==> config.mk <==
export PLATFORM = sky130hd
export DESIGN_NAME = toggle_counter
export DESIGN_NICKNAME = d
export VERILOG_FILES = /design/src/rtl/toggle_counter.sv
export SDC_FILE = /design/constraint.sdc
export NUM_CORES = 1
export LEC_CHECK = 0
export ABC_AREA = 1
export CAP_MARGIN = 20
export CORE_UTILIZATION = 56
export DETAILED_ROUTE_END_ITERATION = 16
export PLACE_DENSITY_LB_ADDON = 0.3
export SETUP_SLACK_MARGIN = 0.1
export SYNTH_ARGS = -nofsm -noshare
export SYNTH_HDL_FRONTEND = slang
export SYNTH_SLANG_ARGS = --single-unit
export TNS_END_PERCENT = 30
==> constraint.sdc <==
create_clock -name clk -period 2.1 [get_ports clk]
set_input_delay 0.21 -clock clk [delete_from_list [all_inputs] [get_ports clk]]
set_output_delay 0.21 -clock clk [all_outputs]
set_load 0.02 [all_outputs]
==> src/rtl/toggle_counter.sv <==
// toggle_counter: counts transitions of an upstream toggle flip-flop output
// over a programmable window of clk cycles.
//
// Ports:
//   clk     - single clock, rising edge
//   rst     - asynchronous active-high reset
//   start   - request a new window (accepted only in IDLE)
//   win_len - window length in cycles, sampled on start acceptance
//   q_in    - upstream toggle flop output, synchronous to clk
//   count   - transitions seen in the current or last window (saturating)
//   busy    - high while the window is open
//   done    - one-cycle pulse after the last counted cycle
//   ovf     - sticky: an edge arrived while count was already saturated
module toggle_counter #(
  parameter int unsigned WIDTH = 8,
  parameter int unsigned WIN_W = 8
) (
  input  logic             clk,
  input  logic             rst,
  input  logic             start,
  input  logic [WIN_W-1:0] win_len,
  input  logic             q_in,
  output logic [WIDTH-1:0] count,
  output logic             busy,
  output logic             done,
  output logic             ovf
);

  typedef enum logic [1:0] {
    IDLE  = 2'd0,
    COUNT = 2'd1,
    DONE  = 2'd2
  } state_t;

  state_t             state_q, state_d;
  logic [WIDTH-1:0]   count_q, count_d;
  logic               ovf_q, ovf_d;
  logic [WIN_W-1:0]   win_cnt_q, win_cnt_d;
  logic               q_in_q;
  logic               edge_det;

  // q_in_q tracks q_in every cycle in every state, so the first counted
  // cycle compares against the value seen in the start-acceptance cycle.
  assign edge_det = q_in ^ q_in_q;

  always_comb begin
    state_d   = state_q;
    count_d   = count_q;
    ovf_d     = ovf_q;
    win_cnt_d = win_cnt_q;
    unique case (state_q)
      IDLE: begin
        if (start) begin
          count_d = '0;
          ovf_d   = 1'b0;
          if (win_len != '0) begin
            win_cnt_d = win_len;
            state_d   = COUNT;
          end else begin
            state_d = DONE;
          end
        end
      end
      COUNT: begin
        if (edge_det) begin
          if (count_q == '1) ovf_d = 1'b1;
          else               count_d = count_q + WIDTH'(1);
        end
        win_cnt_d = win_cnt_q - WIN_W'(1);
        if (win_cnt_q == WIN_W'(1)) state_d = DONE;
      end
      DONE: begin
        state_d = IDLE;
      end
      default: begin
        state_d = IDLE;
      end
    endcase
  end

  always_ff @(posedge clk or posedge rst) begin
    if (rst) begin
      state_q   <= IDLE;
      count_q   <= '0;
      ovf_q     <= 1'b0;
      win_cnt_q <= '0;
      q_in_q    <= 1'b0;
    end else begin
      state_q   <= state_d;
      count_q   <= count_d;
      ovf_q     <= ovf_d;
      win_cnt_q <= win_cnt_d;
      q_in_q    <= q_in;
    end
  end

  assign count = count_q;
  assign ovf   = ovf_q;
  assign busy  = (state_q == COUNT);
  assign done  = (state_q == DONE);

endmodule

==> results by group <==
Clock network
  • Worst-Skew Late Latency: 0.31 ns
  • Longest Clk Path Bufs: 2
  • H-tree levels: 1
  • Post-CTS Repair Setup Buffers: 0
  • Total CTS buffers: 3
  • Clk sinks: 20
  • Post_cts resized: 0
  • Hold buffers post-CTS: 0
  • Reg clk slew, reported paths: around 0.13 ns
  • CTS tree: yes
  • Root buffer cell: clkbuf_4

Finish
  • Ant diodes: 0
  • FF+latch area: 500.5 um^2
  • Layout cells sized above 1: around 7.3%
  • Fillers: 179
  • Area of the multi-input gates: 689.4 um^2
  • Finished Cell Area: 1607 um^2
  • Synth-to-layout area growth: 21.36%
  • Nets@finish: about 230

Power
  • Leak: 0.8341 nW
  • Worst IR Drop VDD: 416.0 uV
  • Final total power: 0.001115 W
  • PwrDens: 694.3 nW/um^2

Timing
  • Slew headroom: 70.27%
  • Fin. max-slew vios: 0
  • RSZ-0062 raised after global routing: no
  • Actual slew at the worst max-slew pin: 0.4460 ns
  • Min Tclk post-route: 1.803 ns
  • Setup-failing EPs final: 0
  • Fmax: 554.7 MHz
  • Final period util: about 86%
  • Setup_tns: 0 ns
  • Final Hold Viols: 0
  • Worst-case clock skew: roughly 0.0071 ns

Logic synthesis
  • Netlist cell types: 26
  • Main flop type after synthesis: dfrtp_1
  • #FFs+latches synth: 20
  • Yosys warns: 0
  • Syn_nets: between 200 and 250
  • Seq/Total Area, Yosys: between 30% and 40%
  • Synthesized area per cell: 6.859 um^2
  • Post-synth EDFFs: 0
  • Post-Synthesis Cells: between 150 and 200
  • Cell area after synthesis: 1324 um^2
  • Async SR Flop Fraction: 100.0%

Drt
  • Total wire length: 2903 um
  • Via count: about 1300
  • DRT antenna net count: 0
  • WL/cell: 11.80 um
  • Via/cell ratio: approximately 5.4
  • First-pass iteration count of the detailed router: 4
  • Residual DRC count: 0
  • Starting DRT DRC Count: 28

Floorplan
  • Row Count: 17
  • CORE AREA: around 2200 um^2
  • Die H: around 51 um
  • Die Area: 2562 um^2
  • # IOs: 23
  • Initial cell density of the core: between 50 and 60%
  • Die W: around 51 um

Critical path
  • CP cell instances: inv_1 -> nor2_2 -> clkdlybuf4s50_1
  • R2R Setup Slk: 0.54 ns
  • Reg-to-Reg Start: state_q[1]
  • R2r endpoint: win_cnt_q[4]
  • Crit path capture type: primary output
  • Crit path buffers/inverters: 2
  • CP max stage delay: 0.64 ns
  • Cell family contributing the most delay on the critical path: buffers and inverters
  • CP arrival: 1.59 ns
  • CP Class: reg -> out
  • Reg2Reg Depth: 7
  • Worst Path Max Fanout: 5
  • Req. time, crit path: 1.89 ns
  • CP Launch Type: flip-flop
  • CP max-delay cell: clkdlybuf4s50_1

Global route
  • Vias in the first global route: about 1300
  • Initial antenna violation count: 0
  • First-pass GRT wire length: 5340 um
  • Largest net degree at the start of global routing: 21
  • Total grt overflow: 0
  • Total track usage: about 28%

Flow run
  • Max cap viols: 0

Placement
  • Hpwl dp: 2206 um
  • IO buf count: 22
  • GP Congestion: 0.9102
  • Cell Area, Placed: roughly 1600 um^2

Worst hold path
  • Min-delay worst type: in -> async

Status
  • Status: finished clean
-- cell type report --
cell class / count / area share [%]
inverters: 23 / 5.374
clock inverters: 1 / 1.869
clock buffers: 3 / 1.402
repair buffers: 25 / 15.11
multi-input cells: 146 / 42.91
flip-flops and latches: 20 / 31.15
well taps: 28 / 2.181
-- sequential cells by signal, indices dropped and copies added, names as in the netlist --
name	flops
win_cnt_q	8
q_in_q	1
count	8
state_q	2
ovf	1
-- cell usage after synthesis, types with 2 or more instances --
cell	n	area share (%)
nand3_1	17	6.4
dfrtp_1	20	38
nand2_1	71	20
inv_1	22	6.2
o21ai_0	6	2.3
nand4_1	5	2.4
nor2_1	21	6.0
ha_1	3	2.8
nor2_2	2	0.95
nand3b_1	2	1.1
o21ai_1	8	3.0
buf_6	2	1.7
-- stage by stage --
step	util (%)	setup slack, ns	hold WS, ns	cells
after global routing	72.62	0.2188	0.2407	246
after CTS	72.62	0.2739	0.2125	246
after detailed placement	70.25	0.4710	0.5000	242
final	72.62	0.2972	0.2117	246
after global placement	70.25	0.5451	0.4874	242
after floorplan	-	0.7072	0.1738	193
-- layout by cell type (no fill, tap or decap), types with 3 or more instances in the layout --
| cell type | Yosys | routed |
|---|---|---|
| buf_4 | 0 | 3 |
| clkbuf_4 | 0 | 3 |
| clkdlybuf4s50_1 | 0 | 22 |
| dfrtp_1 | 20 | 20 |
| ha_1 | 3 | 3 |
| inv_1 | 22 | 22 |
| nand2_1 | 71 | 71 |
| nand3_1 | 17 | 17 |
| nand4_1 | 5 | 5 |
| nor2_1 | 21 | 21 |
| o21ai_0 | 6 | 6 |
| o21ai_1 | 8 | 8 |
-- cells by family after synthesis --
kind of cell    share of synthesized area, %
compound gates                         7.656
simple gates                           40.93
flops                                  37.81
fa+ha+maj                              2.836
xor+xnor                              0.6617
buf+inv                                10.11
-- power breakdown --
group | total, W | leakage [nW] | switching, W | internal [W]
Sequential | 0.000487 | 0.246 | 0.0000602 | 0.000426
Combinational | 0.000308 | 0.561 | 0.000158 | 0.000149
Clock | 0.000321 | 0.0279 | 0.000128 | 0.000193
-- worst max path at each step --
stage	slack [ns]	cells past startpoint	startpoint	end
floorplan	0.71	9	count[0]	count[7]
global placement	0.55	6	start	win_cnt_q[0]
detailed placement	0.47	6	start	win_cnt_q[0]
CTS	0.27	3	state_q[0]	busy
global route	0.22	3	state_q[0]	busy
finish	0.30	3	state_q[0]	busy
-- layer usage --
metal	share of wire (%)	GRT usage, %	vias to the layer above
met2	55	49.78	39
met5	0	0	-
met3	3.1	3.939	6
met4	1.9	13.43	0
li1	-	-	663
met1	40	31.23	615
-- worst register-to-register path: stages, from the launching register on --
cell and delay [ns]:
dfrtp_1 0.43, inv_2 0.08, nand2_2 0.17, nand2_4 0.18, inv_1 0.06, a21oi_2 0.35
nand2_1 0.12, o21ai_1 0.10
(Power assumes the default switching activity.)
